<file path="config.mk">
export PLATFORM = sky130hd
export DESIGN_NAME = wall_pixel_renderer
export DESIGN_NICKNAME = d
export VERILOG_FILES = /design/src/rtl/wall_pkg.sv /design/src/rtl/wall_tile_counter.sv /design/src/rtl/wall_pixel_renderer.sv
export SDC_FILE = /design/constraint.sdc
export NUM_CORES = 1
export LEC_CHECK = 0
export CORE_ASPECT_RATIO = 1.5
export CORE_MARGIN = 3
export CORE_UTILIZATION = 53
export CTS_BUF_LIST = sky130_fd_sc_hd__clkbuf_8 sky130_fd_sc_hd__clkbuf_16
export DETAILED_ROUTE_END_ITERATION = 6
export PLACE_DENSITY = 0.85
export SYNTH_ARGS = -nofsm -noshare
export SYNTH_HDL_FRONTEND = slang
export SYNTH_SLANG_ARGS = --single-unit
</file>
<file path="constraint.sdc">
create_clock -name Clk -period 4.7 [get_ports Clk]
set_input_delay 1.175 -clock Clk [delete_from_list [all_inputs] [get_ports Clk]]
set_output_delay 1.175 -clock Clk [all_outputs]
set_load 0.01 [all_outputs]
</file>
<file path="src/rtl/wall_pkg.sv">
// Shared constants and types for the wall sprite renderer: sprite geometry,
// RGB type and the four-entry wall palette.
package wall_pkg;

  localparam int WALL_DIM    = 15;
  localparam int WALL_PIXELS = 225;
  localparam int WALL_ADDR_W = 8;

  localparam logic [3:0] WALL_LAST = 4'(WALL_DIM - 1);

  typedef struct packed {
    logic [7:0] red;
    logic [7:0] green;
    logic [7:0] blue;
  } rgb_t;

  localparam rgb_t PALETTE [4] = '{
    24'h202020,
    24'h804000,
    24'hC08040,
    24'hFFFFFF
  };

  localparam rgb_t BG_RGB = 24'h000040;

endpackage

</file>
<file path="src/rtl/wall_tile_counter.sv">
// Raster position tracker in sprite-pixel and tile coordinates; generates the
// sprite read address and the accepted-pixel strobe (start pulses win).
module wall_tile_counter
  import wall_pkg::*;
#(
  parameter int TILES_X = 40,
  parameter int TILES_Y = 32
) (
  input  logic                   Clk,
  input  logic                   Reset,
  input  logic                   frame_start,
  input  logic                   line_start,
  input  logic                   pixel_en,
  output logic [WALL_ADDR_W-1:0] rom_addr,
  output logic [5:0]             tile_col,
  output logic [5:0]             tile_row,
  output logic                   pixel_accept
);

  localparam logic [5:0] TX_LIM = 6'(TILES_X);
  localparam logic [5:0] TY_LIM = 6'(TILES_Y);

  logic [3:0]             px;
  logic [3:0]             py;
  logic [5:0]             tx;
  logic [5:0]             ty;
  logic [WALL_ADDR_W-1:0] addr_base;

  assign pixel_accept = pixel_en & ~frame_start & ~line_start;
  assign rom_addr     = addr_base + {4'd0, px};
  assign tile_col     = tx;
  assign tile_row     = ty;

  // addr_base tracks py*WALL_DIM incrementally so no multiplier is needed
  always_ff @(posedge Clk or posedge Reset) begin
    if (Reset) begin
      px        <= '0;
      py        <= '0;
      tx        <= '0;
      ty        <= '0;
      addr_base <= '0;
    end else if (frame_start) begin
      px        <= '0;
      py        <= '0;
      tx        <= '0;
      ty        <= '0;
      addr_base <= '0;
    end else if (line_start) begin
      px <= '0;
      tx <= '0;
      if (py == WALL_LAST) begin
        py        <= '0;
        addr_base <= '0;
        if (ty < TY_LIM) ty <= ty + 6'd1;
      end else begin
        py        <= py + 4'd1;
        addr_base <= addr_base + 8'(WALL_DIM);
      end
    end else if (pixel_en) begin
      if (px == WALL_LAST) begin
        px <= '0;
        if (tx < TX_LIM) tx <= tx + 6'd1;
      end else begin
        px <= px + 4'd1;
      end
    end
  end

endmodule

</file>
<file path="src/rtl/wall_pixel_renderer.sv">
// Wall sprite renderer: drives the sprite ROM address, gates by the maze wall
// flag and maps the 2-bit colour index to registered RGB (latency 2).
// Option: WALL_RENDER_TRANSPARENT_EN makes colour index 0 render as background.
module wall_pixel_renderer
  import wall_pkg::*;
#(
  parameter int TILES_X = 40,
  parameter int TILES_Y = 32
) (
  input  logic       Clk,
  input  logic       Reset,
  input  logic       frame_start,
  input  logic       line_start,
  input  logic       pixel_en,
  output logic [7:0] rom_addr,
  input  logic [1:0] rom_data,
  output logic [5:0] tile_col,
  output logic [5:0] tile_row,
  input  logic       tile_is_wall,
  output logic       pixel_valid,
  output logic [7:0] red,
  output logic [7:0] green,
  output logic [7:0] blue
);

  localparam logic [5:0] TX_LIM = 6'(TILES_X);
  localparam logic [5:0] TY_LIM = 6'(TILES_Y);

  logic pixel_accept;
  logic s1_valid;
  logic s1_wall;
  rgb_t pix_rgb;
  rgb_t rgb_q;

  wall_tile_counter #(
    .TILES_X (TILES_X),
    .TILES_Y (TILES_Y)
  ) u_counter (
    .Clk          (Clk),
    .Reset        (Reset),
    .frame_start  (frame_start),
    .line_start   (line_start),
    .pixel_en     (pixel_en),
    .rom_addr     (rom_addr),
    .tile_col     (tile_col),
    .tile_row     (tile_row),
    .pixel_accept (pixel_accept)
  );

  always_ff @(posedge Clk or posedge Reset) begin
    if (Reset) begin
      s1_valid <= 1'b0;
      s1_wall  <= 1'b0;
    end else begin
      s1_valid <= pixel_accept;
      s1_wall  <= tile_is_wall && (tile_col < TX_LIM) && (tile_row < TY_LIM);
    end
  end

  always_comb begin
    pix_rgb = BG_RGB;
    if (s1_wall) begin
      pix_rgb = PALETTE[rom_data];
`ifdef WALL_RENDER_TRANSPARENT_EN
      if (rom_data == 2'd0) pix_rgb = BG_RGB;
`else
`endif
    end
  end

  always_ff @(posedge Clk or posedge Reset) begin
    if (Reset) begin
      pixel_valid <= 1'b0;
      rgb_q       <= '0;
    end else begin
      pixel_valid <= s1_valid;
      if (s1_valid) rgb_q <= pix_rgb;
    end
  end

  assign red   = rgb_q.red;
  assign green = rgb_q.green;
  assign blue  = rgb_q.blue;

endmodule
</file>
Word level (Yosys, flattened, before mapping)
Index checks and enable logic that the tools add are counted.
{"block": "totals", "output_inout_bits": 45, "ff_bits": 55, "word_cells": 60}
{"block": "op_classes", "n_reduce_logical": 10, "magnitude_cmp": 3, "n_mux": 23, "n_bitwise": 5, "eq_ne": 2, "addsub": 6}
{"operator": "24-bit two-way mux", "n": 3}
{"operator": "6-bit two-way mux", "n": 9}
{"operator": "24-bit binary-select mux with 2-bit select", "n": 1}
{"operator": "4-bit two-way mux", "n": 7}
{"operator": "8-bit two-way mux", "n": 3}
{"operator": "6-bit by 1-bit adder with 6-bit output (second input constant)", "n": 2}
{"operator": "6-bit less-than comparator (second input constant)", "n": 2}
{"operator": "3-bit nonzero test", "n": 3}
{"operator": "4-bit by 1-bit adder with 4-bit output (second input constant)", "n": 2}
{"operator": "8-bit by 4-bit adder with 8-bit output", "n": 1}
{"operator": "8-bit by 4-bit adder with 8-bit output (second input constant)", "n": 1}
{"operator": "4-bit equality test (second input constant)", "n": 2}
{"operator": "3-bit AND reduction", "n": 2}
{"operator": "2-bit nonzero test", "n": 3}
{"operator": "3-bit >= comparator (second input constant)", "n": 1}
{"operator": "2-bit inverter with 3-bit output", "n": 1}
{"operator": "1-bit bitwise AND", "n": 2}
{"operator": "1-bit logical AND", "n": 2}
{"operator": "1-bit inverter", "n": 2}

Depth between registers and ports, before layout
{"block": "logic_depth", "ltp_word": 6, "depth_mapped": 7, "mapped_depth_nobuf": 7}

Modules after synthesis
A second synthesis with hierarchy kept.
{"block": "hier_totals", "cells_unflattened": 230, "hier_area_um2": 2149.6}
{"module": "wall_tile_counter", "cells_per_inst": 181, "instances": 1, "area_per_inst_um2": 1650.3}
{"module": "wall_pixel_renderer", "cells_per_inst": 49, "instances": 1, "area_per_inst_um2": 499.2}

Least setup slack after synthesis
OpenSTA, ideal clock, no wires.
{"block": "synth_path", "path_kind": "reg2out", "start": "reg u_counter.addr_base[0]", "end": "out rom_addr[6]", "t_required_ns": 3.525, "path_stages_with_launch": 8, "arrival_time_ns": 1.631, "path_buffers": 0, "slack_ns": 1.894, "path_cell_list": "dfrtp_1 > ha_1 > inv_1 > fa_1 > nor2b_1 > o21ai_0 > a21oi_1 > xor2_1"}
{"block": "synth_via", "elab_chain_cells": 1}
{"element": "start, declared", "line_no": "wall_tile_counter.sv:27", "source": "logic [WALL_ADDR_W-1:0] addr_base;"}
{"element": "start signal, assigned", "line_no": "wall_tile_counter.sv:57", "source": "addr_base <= addr_base + 8'(WALL_DIM);"}
{"element": "8-bit by 4-bit adder with 8-bit output", "line_no": "wall_tile_counter.sv:30", "source": "assign rom_addr = addr_base + {4'd0, px};"}
{"element": "end, declared", "line_no": "wall_pixel_renderer.sv:15", "source": "output logic [7:0] rom_addr,"}
Every way passes these cells.

Final worst setup path
Ends and elaborated chain as after synthesis.

==> key figures <==
Worst setup path
  • Critical R2R Capture: u_counter.addr_base[5]$_DFFE_PP0P_
  • Crit start category: flip-flop
  • R2R depth: 5
  • Req. time, crit path: roughly 3.5 ns
  • Crit path max fanout: 6
  • CP Launch Point: u_counter.addr_base[0]$_DFFE_PP0P_
  • Crit path DAT: 2.56 ns
  • CP endpoint kind: primary output
  • Crit path kind: reg2out
  • Reg-to-Reg Start: u_counter.py[0]$_DFFE_PP0P_
  • R2R Setup Slk: between 2 and 3 ns
  • Critical Path Sink: rom_addr[6]

Final layout
  • Diode count: 0
  • Share of layout cells above drive strength 1: under 10%
  • Register area: between 900 and 1000 sq um
  • Post-layout instance count excluding filler cells: 313
  • Design Area, Final: 2700 sq um
  • Layout fillers: approximately 290
  • Area Overhead vs Synth: 25.25%
  • Area of the multi-input gates: 979.7 sq um
  • Layout net count: between 200 and 300

Timing
  • Least-Margin Pin Slew: approximately 0.57 ns
  • Setup TNS: 0 ns
  • Slew Viols, Final: 0
  • RSZ-0062 raised after global routing: false
  • Crit share post-route: 79.45%
  • Worst slew margin: a little over 60%
  • Final WS setup: just under 1 ns
  • Hold Violations, Final: 0
  • Final-report setup violation count: 0
  • Layout Skew: about 0.0098 ns
  • Maximum clock rate: 267.8 MHz
  • Period minus WS final: 3.734 ns

Global route
  • Overall routing resource usage: between 20% and 30%
  • Antenna violations before repair: 0
  • GRT Residual Overflow: 0
  • Global-route wire length before repair: roughly 7700 microns
  • Vias in the first global route: ~1700
  • Largest net degree at the start of global routing: 38

Worst hold path
  • Hold path startpoint: u_counter.addr_base[7]$_DFFE_PP0P_
  • Hold crit path type: reg2reg

Clocking
  • Clk buf depth: 2
  • CTS sink count: 37
  • H-tree levels: 2
  • CTS tree: done
  • Post-CTS Hold Buffers: 0
  • Clk pin slew, worst setup/hold paths: around 0.080 ns
  • CTS root buf: clkbuf_8
  • Setup bufs post-CTS: 0
  • Resized cells post-CTS: 0
  • Clk_lat worst skew: about 0.30 ns
  • CTS buffer count: 5

Yosys
  • Netlist Area Pre-Place: ~2200 sq um
  • Synth Flop Type: dfrtp_1
  • Register area share after synthesis: 42.95%
  • Yosys warns: 0
  • FFs w/ async S/R, synth: 100.0%
  • Syn nets: 257
  • Synth Area per Inst: ~9.2 sq um
  • EDFF count, synth: 0
  • Yosys reg bits: 37
  • Unique masters post-synth: 44
  • Post-Syn Instances: about 240

Floorplan
  • Die span in x: 58.08 microns
  • Die Ht: between 80 and 90 microns
  • Core Region: 3784 sq um
  • Die area: roughly 5000 sq um
  • # IOs: 53
  • # rows: 27
  • Initial Util: a little under three fifths

Drt
  • DRT iter0 DRCs: 73
  • Residual DRC: 0
  • DR vias: 1747
  • Post-route ant nets: 0
  • Drt first pass iters: 4
  • Routed wire length per instance: between 10 and 15 microns
  • WL final: roughly 4500 microns
  • Via-per-instance ratio: between 5 and 6

Placed design
  • Placed Instance Area: between 2000 and 3000 sq um
  • Routability-driven placement congestion ratio: roughly 0.80
  • Dpl ws: between 1 and 1.5 ns
  • Post-DP HPWL: roughly 3300 microns
  • Port buffer count: between 50 and 60
  • Inst Count DP: ~300

Outcome
  • Status: finished clean

Job
  • MaxCap Viol Count: 0

Pwr
  • VDD IR max: 0.3221 mV
  • Total power: approximately 0.86 mW
  • PwrDens: around 320 nW/um^2
  • Pleak: 1.163 nW
-- placed cells by master, fill, tap and decap left out, drive strengths merged, types with 3 or more instances in the layout --
cell type,instances
clkdlybuf4s50,52
dfrtp,37
o21ai,22
inv,21
nand2,20
nor2,16
a21oi,13
ha,13
nand3,12
xor2,6
xnor2,5
clkbuf,5
nor2b,3
nor3,3
o31ai,3
a31oi,3
o22ai,3
or4,3
-- power breakdown --
group / total [mW] / internal (mW) / switching (mW)
Combinational: 0.159 / 0.0860 / 0.0728
Sequential: 0.359 / 0.335 / 0.0242
Clock: 0.338 / 0.214 / 0.124
-- registers in the layout (all words and copies together) (netlist names) --
| name | count |
|---|---|
| s1_valid | 1 |
| u_counter.py | 4 |
| green | 1 |
| blue | 1 |
| u_counter.addr_base | 8 |
| s1_wall | 1 |
| u_counter.px | 4 |
| pixel_valid | 1 |
| red | 4 |
| u_counter.tile_row | 6 |
| u_counter.tile_col | 6 |
-- per-layer routing --
layer,GRT usage (%),part of all wire (%),vias to the layer above
li1,-,-,860
met4,7.806,1.7,0
met3,4.489,5.0,6
met5,0,0,-
met1,22.76,41,835
met2,36.32,53,46
-- worst min path at each step --
stage                                         endpoint  depth (start not counted)
floorplan                        pixel_valid$_DFF_PP0_                          0
global route                      green[6]$_DFFE_PP0P_                          2
detailed placement  u_counter.addr_base[7]$_DFFE_PP0P_                          1
CTS                 u_counter.addr_base[7]$_DFFE_PP0P_                          1
finish              u_counter.addr_base[7]$_DFFE_PP0P_                          1
global placement    u_counter.addr_base[7]$_DFFE_PP0P_                          1
-- metrics by stage --
step                hold slack [ns]  utilization [%]
global placement             0.5166            67.72
finish                       0.5387            71.36
CTS                          0.5332            71.36
global route                 0.5721            71.36
floorplan                    0.3720                -
detailed placement           0.5208            67.72
-- critical path: stages (launching register included) --
cell             delay [ns]
dfrtp_1                0.44
ha_1                   0.22
inv_1                  0.06
fa_1                   0.40
nor2b_1                0.12
o21ai_0                0.11
a21oi_1                0.20
xor2_1                 0.16
clkdlybuf4s50_1        0.55
-- area by class of cell --
| cell class | instances | share of cell area, % |
|---|---|---|
| Multi-Input combinational cell | 152 | 36.28 |
| Sequential cell | 37 | 34.29 |
| Timing Repair Buffer | 53 | 19.56 |
| Inverter | 20 | 2.780 |
| Clock buffer | 5 | 2.549 |
| Clock inverter | 3 | 2.549 |
| Tap cell | 43 | 1.993 |
-- synthesized netlist by cell type, types with 2 or more instances --
| cell | count | area [sq um] |
|---|---|---|
| a21oi_1 | 13 | 65.06 |
| a31oi_1 | 3 | 18.77 |
| buf_2 | 5 | 25.02 |
| buf_4 | 19 | 142.6 |
| clkbuf_1 | 2 | 7.510 |
| dfrtp_1 | 37 | 925.9 |
| ha_1 | 13 | 162.7 |
| inv_1 | 20 | 75.07 |
| nand2_1 | 20 | 75.07 |
| nand3_1 | 12 | 60.06 |
| nand4_1 | 2 | 12.51 |
| nand4b_1 | 2 | 17.52 |
| nor2_1 | 16 | 60.06 |
| nor2b_1 | 3 | 18.77 |
| nor3_1 | 3 | 15.01 |
| o21ai_0 | 21 | 105.1 |
| o22ai_1 | 3 | 18.77 |
| o31ai_1 | 3 | 22.52 |
| or2_2 | 2 | 12.51 |
| or3_1 | 2 | 12.51 |
| or4_1 | 2 | 15.01 |
| xnor2_1 | 5 | 43.79 |
| xor2_1 | 6 | 52.55 |
-- logic make-up (layout without fill, tap and decap cells) --
| group | Yosys count | in the layout | share of synthesized area (%) |
|---|---|---|---|
| adders and majority gates | 14 | 14 | 8.474 |
| buffers and inverters | 46 | 81 | 11.61 |
| xor gates and xnor gates | 11 | 11 | 4.469 |
| DFF | 37 | 37 | 42.95 |
| and+or+nand+nor | 73 | 73 | 17.18 |
| AOI/OAI and AO/OA | 53 | 53 | 14.80 |
| muxes | 1 | 1 | 0.5223 |
Note: power is estimated with default switching activity, not from simulation.
